$ cat config.mk
export PLATFORM = sky130hd
export DESIGN_NAME = imm_decode_stage
export DESIGN_NICKNAME = d
export VERILOG_FILES = /design/src/rtl/imm_decode_stage.sv
export SDC_FILE = /design/constraint.sdc
export NUM_CORES = 1
export LEC_CHECK = 0
export CORE_MARGIN = 5
export CORE_UTILIZATION = 45
export DETAILED_ROUTE_END_ITERATION = 10
export GPL_TIMING_DRIVEN = 0
export PLACE_DENSITY = 0.77
export REMOVE_ABC_BUFFERS = 1
export SYNTH_ARGS = -nofsm -noshare
export SYNTH_HDL_FRONTEND = slang
export SYNTH_SLANG_ARGS = --single-unit
$ cat constraint.sdc
create_clock -name clk_i -period 5 [get_ports clk_i]
set_clock_uncertainty 0.15 [all_clocks]
set_input_delay 0.5 -clock clk_i [delete_from_list [all_inputs] [get_ports clk_i]]
set_output_delay 0.5 -clock clk_i [all_outputs]
set_load 0.02 [all_outputs]
$ cat src/rtl/imm_decode_stage.sv
`default_nettype none
// ============================================================================
// Module   : imm_decode_stage
// Purpose  : Registered RV32I immediate decoder. Decodes I/S/B/U/J immediates,
//            sign-extends to XLEN, classifies the format, precomputes the
//            next-PC candidate and holds the result in a valid/ready stage.
// Revision : 1.0 - initial release
// ============================================================================
module imm_decode_stage #(
    parameter int XLEN         = 32,
    parameter bit SHIFT_BRANCH = 1'b1,
    parameter int CNT_W        = 8
) (
    input  logic             clk_i,
    input  logic             rst_i,
    input  logic             flush_i,
    input  logic             in_valid_i,
    output logic             in_ready_o,
    input  logic [31:0]      instr_i,
    input  logic [XLEN-1:0]  pc_i,
    output logic             out_valid_o,
    input  logic             out_ready_i,
    output logic [XLEN-1:0]  imm_o,
    output logic [2:0]       fmt_o,
    output logic [XLEN-1:0]  target_o,
    output logic [CNT_W-1:0] illegal_cnt_o
);

    localparam logic [2:0] c_FMT_R   = 3'd0;
    localparam logic [2:0] c_FMT_I   = 3'd1;
    localparam logic [2:0] c_FMT_S   = 3'd2;
    localparam logic [2:0] c_FMT_B   = 3'd3;
    localparam logic [2:0] c_FMT_U   = 3'd4;
    localparam logic [2:0] c_FMT_J   = 3'd5;
    localparam logic [2:0] c_FMT_ILL = 3'd7;

    localparam logic [6:0] c_OP_IMM    = 7'b0010011;
    localparam logic [6:0] c_OP_LOAD   = 7'b0000011;
    localparam logic [6:0] c_OP_JALR   = 7'b1100111;
    localparam logic [6:0] c_OP_STORE  = 7'b0100011;
    localparam logic [6:0] c_OP_BRANCH = 7'b1100011;
    localparam logic [6:0] c_OP_LUI    = 7'b0110111;
    localparam logic [6:0] c_OP_AUIPC  = 7'b0010111;
    localparam logic [6:0] c_OP_JAL    = 7'b1101111;
    localparam logic [6:0] c_OP_REG    = 7'b0110011;

    localparam logic [XLEN-1:0]  c_PC_STEP = XLEN'(4);
    localparam logic [CNT_W-1:0] c_CNT_MAX = {CNT_W{1'b1}};

    // Raw byte offsets of the control-transfer formats (bit 0 always zero)
    logic [12:0]     w_b_off;
    logic [20:0]     w_j_off;
    logic [XLEN-1:0] w_i_sext;
    logic [XLEN-1:0] w_s_sext;
    logic [XLEN-1:0] w_u_sext;
    logic [XLEN-1:0] w_b_sext;
    logic [XLEN-1:0] w_j_sext;
    logic [XLEN-1:0] w_b_imm;
    logic [XLEN-1:0] w_j_imm;
    logic [XLEN-1:0] w_imm;
    logic [XLEN-1:0] w_off;
    logic [XLEN-1:0] w_target;
    logic [2:0]      w_fmt;
    logic            w_is_cf;
    logic            w_accept;

    logic            r_valid;
    logic [XLEN-1:0] r_imm;
    logic [2:0]      r_fmt;
    logic [XLEN-1:0] r_target;
    logic [CNT_W-1:0] r_cnt;

    assign w_b_off  = {instr_i[31], instr_i[7], instr_i[30:25], instr_i[11:8], 1'b0};
    assign w_j_off  = {instr_i[31], instr_i[19:12], instr_i[20], instr_i[30:21], 1'b0};

    assign w_i_sext = {{(XLEN-12){instr_i[31]}}, instr_i[31:20]};
    assign w_s_sext = {{(XLEN-12){instr_i[31]}}, instr_i[31:25], instr_i[11:7]};
    assign w_b_sext = {{(XLEN-13){instr_i[31]}}, w_b_off};
    assign w_j_sext = {{(XLEN-21){instr_i[31]}}, w_j_off};

    // U immediate fills the low 32 bits; only a wider datapath needs extension
    generate
        if (XLEN > 32) begin : g_u_wide
            assign w_u_sext = {{(XLEN-32){instr_i[31]}}, instr_i[31:12], 12'b0};
        end else begin : g_u_narrow
            assign w_u_sext = {instr_i[31:12], 12'b0};
        end
    endgenerate

    // Branch/jump immediate is either the byte offset or the half-word offset
    generate
        if (SHIFT_BRANCH) begin : g_byte_offset
            assign w_b_imm = w_b_sext;
            assign w_j_imm = w_j_sext;
        end else begin : g_half_offset
            assign w_b_imm = {{(XLEN-12){instr_i[31]}}, w_b_off[12:1]};
            assign w_j_imm = {{(XLEN-20){instr_i[31]}}, w_j_off[20:1]};
        end
    endgenerate

    // Opcode classification and immediate selection
    always_comb begin
        w_fmt   = c_FMT_ILL;
        w_imm   = '0;
        w_is_cf = 1'b0;
        w_off   = w_b_sext;
        case (instr_i[6:0])
            c_OP_IMM, c_OP_LOAD, c_OP_JALR: begin
                w_fmt = c_FMT_I;
                w_imm = w_i_sext;
            end
            c_OP_STORE: begin
                w_fmt = c_FMT_S;
                w_imm = w_s_sext;
            end
            c_OP_BRANCH: begin
                w_fmt   = c_FMT_B;
                w_imm   = w_b_imm;
                w_is_cf = 1'b1;
                w_off   = w_b_sext;
            end
            c_OP_LUI, c_OP_AUIPC: begin
                w_fmt = c_FMT_U;
                w_imm = w_u_sext;
            end
            c_OP_JAL: begin
                w_fmt   = c_FMT_J;
                w_imm   = w_j_imm;
                w_is_cf = 1'b1;
                w_off   = w_j_sext;
            end
            c_OP_REG: begin
                w_fmt = c_FMT_R;
            end
            default: begin
                w_fmt = c_FMT_ILL;
            end
        endcase
    end

    // Target always uses the byte offset; wrap-around is intentional
    assign w_target   = pc_i + (w_is_cf ? w_off : c_PC_STEP);

    assign in_ready_o = !r_valid || out_ready_i;
    assign w_accept   = in_valid_i && in_ready_o && !flush_i;

    // Pipeline register: flush beats accept, accept beats pop
    always_ff @(posedge clk_i or posedge rst_i) begin
        if (rst_i) begin
            r_valid  <= 1'b0;
            r_imm    <= '0;
            r_fmt    <= c_FMT_R;
            r_target <= '0;
        end else begin
            if (flush_i) begin
                r_valid <= 1'b0;
            end else if (w_accept) begin
                r_valid <= 1'b1;
            end else if (out_ready_i) begin
                r_valid <= 1'b0;
            end
            if (w_accept) begin
                r_imm    <= w_imm;
                r_fmt    <= w_fmt;
                r_target <= w_target;
            end
        end
    end

    // Saturating count of accepted illegal opcodes; flush never reaches it
    always_ff @(posedge clk_i or posedge rst_i) begin
        if (rst_i) begin
            r_cnt <= '0;
        end else if (w_accept && (w_fmt == c_FMT_ILL) && (r_cnt != c_CNT_MAX)) begin
            r_cnt <= r_cnt + CNT_W'(1);
        end
    end

    assign out_valid_o   = r_valid;
    assign imm_o         = r_imm;
    assign fmt_o         = r_fmt;
    assign target_o      = r_target;
    assign illegal_cnt_o = r_cnt;

endmodule
`default_nettype wire

== Word level (Yosys, flattened, before mapping) ==
Cells that the tools add are included.
Cells by class
  add/sub/neg operators: 2
  eq/ne operators: 11
  muxes and demuxes: 8
  reduce and logical (&&, ||, !) cells: 11
Operators with widths (number)
  $pmux 32 s5: 1
  $add 32x32->32: 1
  $mux 32: 1
  $eq 7x6->1 const B: 3
  $eq 7x7->1 const B: 3
  $mux 20: 1
  $pmux 3 s6: 1
  $eq 7x5->1 const B: 2
  $add 8x1->8 const B: 1
  $ne 8x8->1 const B: 1
  $eq 7x2->1 const B: 1
  $logic_and 1x1->1: 4
  $mux 1: 4
  $reduce_or 2->1: 2
  $eq 3x3->1 const B: 1
  $reduce_bool 3->1: 1
  $reduce_or 3->1: 1
  $logic_not 1->1: 2
  $logic_or 1x1->1: 1
Storage, ports and cells
  bits in registers: 76
  input bits: 69
  output and inout bits: 77
  word-level logic and storage cells: 37

== Longest topological paths before layout ==
  word-level depth: 6
  depth in mapped cells: 15
  mapped depth without buffers: 13

== Worst setup path before layout ==
OpenSTA, ideal clock, no wires.
  path type: input to register
  start: input instr_i[4]
  end: register r_target[25] (netlist: target_o[25])
  library setup time: 69 ps
  arrival: 3814 ps
  required time: 4781 ps
  path slack: 967 ps
  cell stages on the path: 14
  path buffers: 1
  cells stage by stage: nand3b_2 nor3_1 clkbuf_1 a22o_1 ha_1 inv_1 fa_1 nand2b_1 a21o_1 a21oi_1 a31oi_4 o211a_1 or4_1 nand3_1
On the way
  longest elaborated chain between the ends: 5
Ends and longest elaborated chain
  from (decl): line 19  | input logic [31:0] instr_i,
  $eq 7x7->1: line 107  | case (instr_i[6:0])
  $reduce_or 2->1 (no source line)
  $mux 1: line 107
  $mux 32 *: line 142  | assign w_target = pc_i + (w_is_cf ? w_off : c_PC_STEP);
  $add 32x32->32 *: line 142
  to (signal assigned): line 165  | r_target <= w_target;
  to (decl): line 70  | logic [XLEN-1:0] r_target;
Mark *: on every way between the ends. The rest lies on a longest branch, timed or not.
A chain may end at the register's enable or synchronous reset.

== Worst setup path after layout ==
  start: input instr_i[3]
  end: register r_target[31] (netlist: target_o[31])
Same word-level chain as after synthesis.

==> flow_summary_export.csv <==
group,metric,value,unit
status,status,"completed",
global_routing,globalRouteMet2Util,0.381,
timing,setup_viol,0,
worst_setup_path,reg2reg_to,"illegal_cnt_o[1]",
worst_setup_path,crit_end,"target_o[31]",
floorplan,num_rows,38,
worst_setup_path,startpoint_type,"input pin",
placement,gp_congestion,0.892,
final_layout,final_area,6800,um2
global_routing,first_global_vias,4810,
logic_synthesis,ys_seq_area_frac,0.385,
logic_synthesis,ys_seq_elements,76,
flow_run,maxCapViolCount,0,
timing,hold_viol,0,
global_routing,antenna_found_initial,0,
final_layout,syn_to_final_growth,37.6,%
floorplan,die_width,115,um
drt,num_vias,4795,
logic_synthesis,async_reset_ff_frac,1.00,
logic_synthesis,synthFlopType,"dfrtp_1",
drt,drcViolationCount,0,
power_and_ir_drop,p_sw_frac,0.316,
power_and_ir_drop,switchingPower,0.000552,W
timing,fin_crit_sh,0.918,
logic_synthesis,synthesis.instances,562,
power_and_ir_drop,intPower,0.00119,W
clocking,cts.sinks,76,
clocking,tritoncts,"yes",
placement,place_inst,826,
placement,place_area,6590,um2
timing,max_slew_margin,0.312,
floorplan,coreArea,10800,um2
drt,wl,14900,um
final_layout,utilization,0.630,
placement,place_ws,-0.120,ns
floorplan,initial_core_util,0.458,
clocking,cts-buffers-inserted,9,
power_and_ir_drop,p_clk_frac,0.283,
global_routing,grtUsageMet1,0.299,
clocking,cts_buffer_depth,2,
clocking,clock_tree.root_cell,"clkbuf_8",
timing,rsz0062_at_grt,"no",
final_layout,fin_nets,787,
timing,timing.fmax,0.218,GHz
global_routing,grt_first_pass_wirelength,24100,um
worst_setup_path,regToRegStartpoint,"out_valid_o",
clocking,htree_levels,3,
timing,slew_viol_final,0,
global_routing,grt_max_degree,71,
placement,io_buffers,145,
worst_setup_path,rr_worst_depth,5,
logic_synthesis,synth_edf_count,0,
logic_synthesis,syn_area_per_cell,8.79,um2
drt,ant_nets,0,
final_layout,fin_cells,842,
clocking,postCtsHoldBufs,0,
final_layout,antenna_cells,0,
clocking,clk_latency,0.36,ns
global_routing,grt-ovfl-total,0,
power_and_ir_drop,power.density,257,nW/um2
drt,wl_per_cell,17.7,um
power_and_ir_drop,vdd_drop_max,156,uV
drt,drtPass1Iterations,5,
timing,whs,0.220,ns
timing,fin_ws,0.411,ns
floorplan,die_area,13200,um2
final_layout,layout_commonest_cell,"clkdlybuf4s50_1",
power_and_ir_drop,pwr-share-comb,0.292,
logic_synthesis,synth_area,4940,um2
power_and_ir_drop,p_leak,2.98,nW
clocking,path_clk_slew,0.08,ns
worst_setup_path,cp.required,5.10,ns
logic_synthesis,yosys_warnings,0,
worst_setup_path,r2r_slack,2.26,ns
worst_setup_path,worst-endpoint-arrival,4.69,ns
worst_setup_path,end_kind,"flip-flop",
placement,hpwl,11300,um
drt,via_per_inst,5.69,
timing,period_needed,4.59,ns
floorplan,ios,146,
global_routing,busiest_layer,"met2",
worst_setup_path,crit_type,"input pin to flip-flop",
final_layout,drive_gt1_frac,0.0741,
power_and_ir_drop,p_seq_frac,0.424,
global_routing,grt_usage,0.227,
drt,drt-initial-drc-count,243,
min_path,hp-class,"input pin to async pin",
timing,worstMarginPinSlew,1.03,ns
worst_setup_path,path_max_fanout,6,
floorplan,die_height,115,um
global_routing,grtUsageMet3,0.0547,
final_layout,final_cell_mix,"clkdlybuf4s50_1 (145), nand2_1 (78), dfrtp_1 (76)",
logic_synthesis,synth.distinct_cells,70,
worst_setup_path,startpoint,"instr_i[3]",
[stage by stage]
stage	total power, W	setup TNS [ns]
6_report	0.00174	0
5_1_grt	0.00183	0
4_1_cts	0.00175	0
3_5_place_dp	0.00126	-0.382
3_3_place_gp	0.00124	-22.42
2_1_floorplan	0.000985	0
[layout make-up]
| cell class | count | area [um2] |
|---|---|---|
| Inverter | 15 | 58.8 |
| Sequential cell | 76 | 1900 |
| Clock buffer | 12 | 155 |
| Clock inverter | 4 | 47.5 |
| Timing Repair Buffer | 153 | 1600 |
| Tap cell | 140 | 175 |
| Multi-Input combinational cell | 442 | 2860 |
| Fill cell | 942 | 4000 |
[flip-flops by register name (all words and copies together) (netlist names)]
register,flops
target_o,32
fmt_o,3
imm_o,32
out_valid_o,1
illegal_cnt_o,8
[how the worst min path moves through the flow]
stage / startpoint / endpoint / slack, ns / depth (start not counted)
after floorplan: flush_i / out_valid_o / 0.42 / 1
after global placement: imm_o[21] / imm_o[21] / 0.31 / 2
after detailed placement: target_o[1] / target_o[1] / 0.31 / 2
after CTS: rst_i / illegal_cnt_o[7] / 0.22 / 2
after global routing: rst_i / illegal_cnt_o[4] / 0.22 / 2
final: rst_i / illegal_cnt_o[7] / 0.22 / 2
[timing repair]
item,CTS,global route
setup endpoints to repair,0,3
setup buffers,0,0
resized for setup,0,1
[power groups by stage]
stage | registers (W) | logic, W | clock network (W)
floorplan | 0.000834 | 0.000151 | 0
global placement | 0.000750 | 0.000491 | 0
detailed placement | 0.000753 | 0.000511 | 0
CTS | 0.000741 | 0.000514 | 0.000500
global route | 0.000751 | 0.000550 | 0.000532
finish | 0.000740 | 0.000510 | 0.000494
[logic make-up after synthesis]
kind of cell / count (synthesis) / share of synthesized area
AOI/OAI and AO/OA: 182 / 0.249
buffers and inverters: 44 / 0.0393
adders and majority gates: 21 / 0.0547
xor gates and xnor gates: 21 / 0.0388
and+or+nand+nor: 216 / 0.228
DFF: 76 / 0.385
muxes: 2 / 0.00456
[synth_stat cells (all sizes together) (8+ instances only)]
library cell / n / area [um2]
a22o: 10 / 87.6
buf: 9 / 62.6
nand2b: 10 / 62.6
o21a: 8 / 60.1
nor3: 20 / 110
nand4: 11 / 68.8
a21oi: 38 / 190
nand2: 78 / 293
nand3: 13 / 65.1
xor2: 8 / 77.6
o31ai: 8 / 65.1
dfrtp: 76 / 1900
o21ai: 47 / 235
ha: 20 / 250
a21o: 22 / 166
nor2b: 8 / 50.1
xnor2: 13 / 114
clkbuf: 20 / 75.1
nor2: 36 / 143
inv: 15 / 56.3
and3: 8 / 61.3
o211ai: 12 / 95.1
[layer usage]
metal,vias to the layer above,share of wire
met3,15,0.073
met2,146,0.48
met4,0,0.011
met5,-,0
li1,2321,-
met1,2313,0.43
[worst max-delay path, cell delays in order]
cell and delay (ns):
clkdlybuf4s50_1 0.49, nand3b_1 0.33, nor3_1 0.62, a22o_1 0.24
ha_1 0.19, inv_1 0.06, fa_1 0.39, nand2b_1 0.19
a21o_1 0.21, a211oi_1 0.44, o211ai_1 0.32, a211o_1 0.40
a41oi_1 0.21, nand2b_1 0.08
Note: power is estimated with default switching activity, not from simulation.
